## src/rtl/cernbe_pkg.sv

```systemverilog
// Shared types and helpers for the CERN-BE bus initiator.
//   state_t       : initiator FSM states
//   phase_t       : which half of an access the current bus cycle carries
//   SIZE_16/32    : host size_i encoding
//   tmo_cnt_width : bits needed for a wait counter that must reach TIMEOUT-1
package cernbe_pkg;

  typedef enum logic [1:0] {
    ST_IDLE = 2'd0,
    ST_STB  = 2'd1,
    ST_WAIT = 2'd2,
    ST_DONE = 2'd3
  } state_t;

  typedef enum logic [1:0] {
    PH_SINGLE = 2'd0,
    PH_HI     = 2'd1,
    PH_LO     = 2'd2
  } phase_t;

  localparam logic SIZE_16 = 1'b0;
  localparam logic SIZE_32 = 1'b1;

  function automatic int tmo_cnt_width(input int timeout);
    return (timeout < 2) ? 1 : $clog2(timeout);
  endfunction

endpackage

```

## src/rtl/cernbe_timeout.sv

```systemverilog
// Per-bus-cycle wait counter.
//   clk, rst_n : clock, async active-low reset
//   load       : clear the count (issued while the strobe is on the bus)
//   en         : count one more wait cycle without Done
//   expired    : the current wait cycle is the TIMEOUT-th one; never set when TIMEOUT=0
module cernbe_timeout
  import cernbe_pkg::*;
#(
  parameter int TIMEOUT = 255
) (
  input  logic clk,
  input  logic rst_n,
  input  logic load,
  input  logic en,
  output logic expired
);

  localparam int CW = tmo_cnt_width(TIMEOUT);
  localparam logic [CW-1:0] LAST = CW'((TIMEOUT > 0) ? TIMEOUT - 1 : 0);

  logic [CW-1:0] cnt;

  // Saturates at LAST so a disabled timeout never wraps back to zero.
  always_ff @(posedge clk or negedge rst_n) begin
    if (!rst_n)                   cnt <= '0;
    else if (load)                cnt <= '0;
    else if (en && (cnt != LAST)) cnt <= cnt + 1'b1;
  end

  assign expired = (TIMEOUT != 0) && (cnt == LAST);

endmodule

```

## src/rtl/cernbe_master.sv

```systemverilog
// Host-to-CERN-BE bus initiator. One outstanding host request; 32-bit
// accesses become two 16-bit bus cycles (high half at the even word,
// low half at the odd word). Every output is registered.
//   Clk, rst_n                     : clock, async active-low reset
//   req_i/we_i/size_i/adr_i/wdat_i : host request, taken only in IDLE
//   busy_o/ack_o/err_o/rdat_o      : host status and read data
//   VMEAddr/VMERdMem/VMEWrMem/VMEWrData : bus request side
//   VMERdData/VMERdDone/VMEWrDone       : bus responder side
module cernbe_master
  import cernbe_pkg::*;
#(
  parameter int AW      = 8,
  parameter int TIMEOUT = 255
) (
  input  logic          Clk,
  input  logic          rst_n,
  input  logic          req_i,
  input  logic          we_i,
  input  logic          size_i,
  input  logic [AW-1:1] adr_i,
  input  logic [31:0]   wdat_i,
  output logic          busy_o,
  output logic          ack_o,
  output logic          err_o,
  output logic [31:0]   rdat_o,
  output logic [AW-1:1] VMEAddr,
  output logic          VMERdMem,
  output logic          VMEWrMem,
  output logic [15:0]   VMEWrData,
  input  logic [15:0]   VMERdData,
  input  logic          VMERdDone,
  input  logic          VMEWrDone
);

  state_t        state;
  phase_t        phase;
  logic          we_q;
  logic [AW-1:1] adr_q;
  logic [15:0]   wlo_q;
  logic [15:0]   rhi_q;
  logic          done_hit;
  logic          expired;

  // Only the Done matching the access direction counts, and only in WAIT.
  assign done_hit = (state == ST_WAIT) && (we_q ? VMEWrDone : VMERdDone);

  cernbe_timeout #(.TIMEOUT(TIMEOUT)) u_timeout (
    .clk     (Clk),
    .rst_n   (rst_n),
    .load    (state == ST_STB),
    .en      ((state == ST_WAIT) && !done_hit),
    .expired (expired)
  );

  always_ff @(posedge Clk or negedge rst_n) begin
    if (!rst_n) begin
      state     <= ST_IDLE;
      phase     <= PH_SINGLE;
      we_q      <= 1'b0;
      adr_q     <= '0;
      wlo_q     <= '0;
      rhi_q     <= '0;
      busy_o    <= 1'b0;
      ack_o     <= 1'b0;
      err_o     <= 1'b0;
      rdat_o    <= '0;
      VMEAddr   <= '0;
      VMERdMem  <= 1'b0;
      VMEWrMem  <= 1'b0;
      VMEWrData <= '0;
    end else begin
      ack_o    <= 1'b0;
      err_o    <= 1'b0;
      VMERdMem <= 1'b0;
      VMEWrMem <= 1'b0;
      case (state)
        ST_IDLE: begin
          if (req_i) begin
            we_q     <= we_i;
            adr_q    <= adr_i;
            wlo_q    <= wdat_i[15:0];
            phase    <= (size_i == SIZE_32) ? PH_HI : PH_SINGLE;
            busy_o   <= 1'b1;
            VMERdMem <= !we_i;
            VMEWrMem <= we_i;
            // adr_i[1] is ignored for 32-bit accesses: the high half is the even word.
            VMEAddr   <= (size_i == SIZE_32) ? {adr_i[AW-1:2], 1'b0} : adr_i;
            VMEWrData <= (size_i == SIZE_16) ? wdat_i[15:0] : wdat_i[31:16];
            state     <= ST_STB;
          end
        end
        ST_STB: state <= ST_WAIT;
        ST_WAIT: begin
          if (done_hit) begin
            if (phase == PH_HI) begin
              if (!we_q) rhi_q <= VMERdData;
              phase     <= PH_LO;
              VMERdMem  <= !we_q;
              VMEWrMem  <= we_q;
              VMEAddr   <= {adr_q[AW-1:2], 1'b1};
              VMEWrData <= wlo_q;
              state     <= ST_STB;
            end else begin
              if (!we_q)
                rdat_o <= (phase == PH_LO) ? {rhi_q, VMERdData} : {16'h0000, VMERdData};
              ack_o <= 1'b1;
              state <= ST_DONE;
            end
          end else if (expired) begin
            // Any pending low half is dropped; the host sees zero data.
            rdat_o <= '0;
            ack_o  <= 1'b1;
            err_o  <= 1'b1;
            state  <= ST_DONE;
          end
        end
        ST_DONE: begin
          busy_o <= 1'b0;
          state  <= ST_IDLE;
        end
        default: state <= ST_IDLE;
      endcase
    end
  end

endmodule

```

## config.mk

```make
export PLATFORM = sky130hd
export DESIGN_NAME = cernbe_master
export DESIGN_NICKNAME = d
export VERILOG_FILES = /design/src/rtl/cernbe_pkg.sv /design/src/rtl/cernbe_timeout.sv /design/src/rtl/cernbe_master.sv
export SDC_FILE = /design/constraint.sdc
export NUM_CORES = 1
export LEC_CHECK = 0
export CAP_MARGIN = 20
export CORE_MARGIN = 2
export CORE_UTILIZATION = 50
export CTS_BUF_LIST = sky130_fd_sc_hd__clkbuf_4 sky130_fd_sc_hd__clkbuf_8 sky130_fd_sc_hd__clkbuf_16
export DETAILED_ROUTE_END_ITERATION = 8
export PLACE_DENSITY = 0.84
export SKIP_LAST_GASP = 1
export SLEW_MARGIN = 40
export SYNTH_ARGS = -nofsm -noshare
export SYNTH_HDL_FRONTEND = slang
export SYNTH_HIERARCHICAL = 1
export SYNTH_SLANG_ARGS = --single-unit
```

## constraint.sdc

```tcl
create_clock -name Clk -period 2.7 [get_ports Clk]
set_input_delay 0.405 -clock Clk [delete_from_list [all_inputs] [get_ports Clk]]
set_output_delay 0.405 -clock Clk [all_outputs]
set_load 0.005 [all_outputs]
```

# == Yosys cells after proc, flatten, opt, wreduce, memory -nomap -nowiden ==
# Cells that the tools add are included.
# totals
reg_bits,112
input_bits,62
# classes
n_addsub,1
n_eq_ne,13
mux,44
bitwise_logic,1
reduce_logical,17
# ops
operator,n
$mux W32,5
$mux W16,4
$pmux W16 S2,1
$mux W7,3
$mux W1,16
$mux W8,2
$mux W2,7
$pmux W7 S2,1
$reduce_and A4 Y1,3
$add A8 B1 Y8 const B,1
$eq A8 B8 Y1 const B,1
$ne A2 B2 Y1 const B,4
$ne A8 B8 Y1 const B,1
$pmux W2 S4,1
$reduce_bool A2 Y1,4
$eq A2 B2 Y1 const B,3
$pmux W1 S2,3
$reduce_and A2 Y1,3
$eq A2 B1 Y1 const B,2
$pmux W2 S2,1
$logic_and A1 B1 Y1,3
$logic_not A1 Y1,3
$ne A3 B3 Y1 const B,1
$logic_not A2 Y1,1
other kinds (2),2

# == Longest topological paths before layout ==
# depth
ltp_word,7
depth_mapped,9
ltp_nobuf,8

# == Cells and area by module ==
# Netlist, hierarchy kept.
# by_module_without_submodules
module,n_inst,cells_each,area_each_um2
cernbe_master,1,396,4486.8
cernbe_timeout,1,50,498.0

# == Least setup slack after synthesis ==
# OpenSTA, ideal clock, no wires.
# synth_timing
kind,reg-to-reg
from,reg u_timeout.cnt[0]
to,reg rdat_o[22]
setup_ns,0.130
arrival_ns,1.815
required_ns,2.570
setup_slack_ns,0.755
stages_incl_launch_ff,10
path_cell_list,dfrtp_1 -> inv_1 -> ha_1 -> nand3_1 -> nor2_1 -> nor2_1 -> o32a_1 -> nand2b_1 -> clkbuf_1 -> o2bb2ai_1
# synth_between
elab_chain_cells,3
# synth_lines
element,line,rtl
from (decl),cernbe_timeout.sv:21,logic [CW-1:0] cnt;
from (signal assigned),cernbe_timeout.sv:27,else if (en && (cnt != LAST)) cnt <= cnt + 1'b1;
$eq A8 B8 Y1,cernbe_timeout.sv:30,assign expired = (TIMEOUT != 0) && (cnt == LAST);
via expired,cernbe_master.sv:42,logic expired;
$reduce_bool A2 Y1 (no line),--,
$reduce_and A4 Y1 (no line),--,
to (signal assigned),cernbe_master.sv:105,"rdat_o <= (phase == PH_LO) ? {rhi_q, VMERdData} : {16'h0000, VMERdData};"
to (decl),cernbe_master.sv:25,"output logic [31:0] rdat_o,"
# The timed path passes the listed nets, and every way through them passes these cells.
# A chain may end at the register's enable or synchronous reset.

# == Worst setup path in the final report ==
# layout_timing
from,reg u_timeout.cnt[0]
to,reg rdat_o[15]
# The elaborated chain is that of the path after synthesis.

==> run metrics <==
drt pass-1 iters=4; Mapped Cells=between 400 and 500; Area Overhead vs Synth=30.9%; detailed placement HPWL=8.38 mm; Multi-input gate area=2030 um^2; DRC Markers=0; TritonCTS clock tree=built; Longest Clk Path Bufs=2; Die H=104 um; Yosys cell types=47; Crit Path Max Fanout=32; Synth Area in XOR/XNOR=0%; Synth Flop Type=dfrtp_1; CTS buffer count=9; crit path launch type=flop; IO Pins=122; WHS=0.487 ns; first-pass GRT wire length=20.6 mm; Initial Util=51.2%; clock sink count=about 110; Setup Slack @ Placement=0.209 ns; Finish-stage setup viols=0; LEAKAGE=0.00279 uW; Data required, critical path=2.97 ns; Slew Viols, Final=0; post-CTS sizing=0; Tmin final=2.14 ns; Synth area leaders=dfrtp_1 56%, mux2_2 7.5%, nand2_1 6.9%; DRT Wirelength=around 12 mm; clock skew=0.0130 ns; filler instances=734; PnR worst setup slack=0.561 ns; Die ar.=10800 um^2; compound-cell area share of the yosys netlist=about 18%; Worst EP arrival=2.41 ns; status=finished, final reports clean; Tcrit/Tclk final=roughly four fifths; Slew @ Worst Pin=0.797 ns; sequential-to-total area share from yosys stat=between 50% and 60%; Yosys top cell by area=dfrtp_1; clock root cell=clkbuf_8; Netlist Area Pre-Place=4980 um^2; top achievable clock speed=0.467 GHz; DIE WIDTH=104 um; most frequent cells in the layout=120 x clkdlybuf4s50_1, 111 x dfrtp_1, 92 x nand2_1; Via Count=3902; largest family of logic cells by synthesized area=compound AO/OA/AOI/OAI gates; HP Class=flop to flop; number of post-CTS setup repair buffers=0; setup TNS=0 ns; Worst Setup End Kind=flop; top cell type's share of synthesized area=between 50% and 60%; async set or reset register ratio after synthesis=100%; pwr dens=just under 1000 nW/um^2; crit path kind=flop to flop; largest net degree at the start of global routing=78; hold buffers post-CTS=1; post-route ant nets=0; CORE AREA=9730 um^2; initial antenna violation count=0; MaxCap Viol Count=0; gr ovfl total=0; Wirelength per Cell=17.6 um; RSZ-0062 raised after global routing=no; Reg area=2780 um^2; share of layout cells above drive strength 1=16.5%; number of diodes=0; CTS H-Tree Depth=3; Hold Fails Final Rpt=0; Final Net Count=623; Site Rows=36; first-iteration detailed-routing DRC count=176; Mapped Nets=510; Post-Synth Simple-Gate Area=13.5%; RD Place Congestion=about 0.84; commonest non-fill, non-tap cell in the layout=clkdlybuf4s50_1; Synth Area in Adders=less than 1%; total number of yosys warnings=6; Mean Syn Cell Area=approximately 11 um^2; port buffer count=121; CTS clk-pin slew, worst paths=0.10 ns; slew margin rel.=46.8%; clock latency on the worst-skew pair=0.36 ns; vias in the first global route=4091; Post-synth EDFFs=0; GRT Total Usage=23.1%; vias per cell=5.60; flops & latches, synth=111; Max VDD drop=0.429 mV; mux share of post-synthesis cell area=7.91%
==> critical path: stages, from the launching register on <==
cell and delay, ns:
dfrtp_1 0.42, inv_1 0.09, ha_1 0.18, nand3_1 0.16, nor2_1 0.25, nor2_1 0.07, o32a_1 0.29, nand2b_1 0.14
buf_4 0.24, o21ai_0 0.21
==> worst paths after layout <==
path | startpoint | end | slack (ns) | cells after the start
min in group asynchronous | rst_n | VMEAddr[6] | 0.52 | 2
max in group asynchronous | rst_n | rdat_o[7] | 1.42 | 3
min | adr_q[3] | adr_q[3] | 0.49 | 2
max reg2reg | u_timeout/cnt[0] | rdat_o[15] | 0.56 | 9
min reg2reg | adr_q[3] | adr_q[3] | 0.49 | 2
max | u_timeout/cnt[0] | rdat_o[15] | 0.56 | 9
==> stage by stage <==
stage | cell area (um^2) | power (uW) | util (%) | std cells
6_report | 6530 | 6400 | 67.1 | 697
5_1_grt | 6530 | 6790 | 67.1 | 697
4_1_cts | 6510 | 6410 | 66.9 | 696
3_5_place_dp | 6310 | 5460 | 64.9 | 679
3_3_place_gp | 6310 | 5330 | 64.9 | 679
2_1_floorplan | 4980 | 4270 | - | 446
==> where the power goes <==
group / internal, uW / switching [uW]
Clock: 394 / 566
Combinational: 1470 / 1260
Sequential: 2290 / 417
Total: 4160 / 2240
==> registers in the layout (all words and copies together), names as in the netlist, 2 cells and up <==
signal         flops
phase              2
rhi_q             16
rdat_o            32
VMEAddr            7
u_timeout/cnt      8
VMEWrData         16
state              2
adr_q              6
wlo_q             16
==> cell families (layout without fill, tap and decap cells) <==
kind of cell,Yosys count,after routing
AO/OA/AOI/OAI,114,114
adder cells (fa/ha/maj),2,2
buffers and inverters,39,157
flip-flops,111,111
multiplexers,35,35
AND/OR/NAND/NOR,145,145
==> synth_stat cells (all sizes together), types with 3 or more instances <==
library cell / instances
a21oi: 5
a2bb2oi: 23
and2: 3
and3: 3
and4: 3
buf: 15
clkbuf: 19
dfrtp: 111
inv: 5
mux2: 35
nand2: 92
nand2b: 3
nand3: 19
nor2: 7
nor2b: 5
o21ai: 36
o22ai: 22
o2bb2ai: 17
==> routing by layer <==
| layer | vias to the layer above | global-route usage, % | wire length (um) |
|---|---|---|---|
| met2 | 137 | 37.2 | 5760 |
| li1 | 1815 | - | - |
| met3 | 16 | 5.73 | 873 |
| met5 | - | 0 | 0 |
| met4 | 0 | 6.66 | 181 |
| met1 | 1934 | 31.4 | 5440 |
==> area by class of cell <==
cell class                      count  share of cell area (%)
Timing Repair Buffer              136                    20.6
Sequential cell                   111                    42.6
Clock inverter                      5                   0.633
Tap cell                          133                    2.55
Inverter                            5                   0.288
Clock buffer                       11                    2.32
Multi-Input combinational cell    296                    31.1
Power figures use the tool's default switching activity.
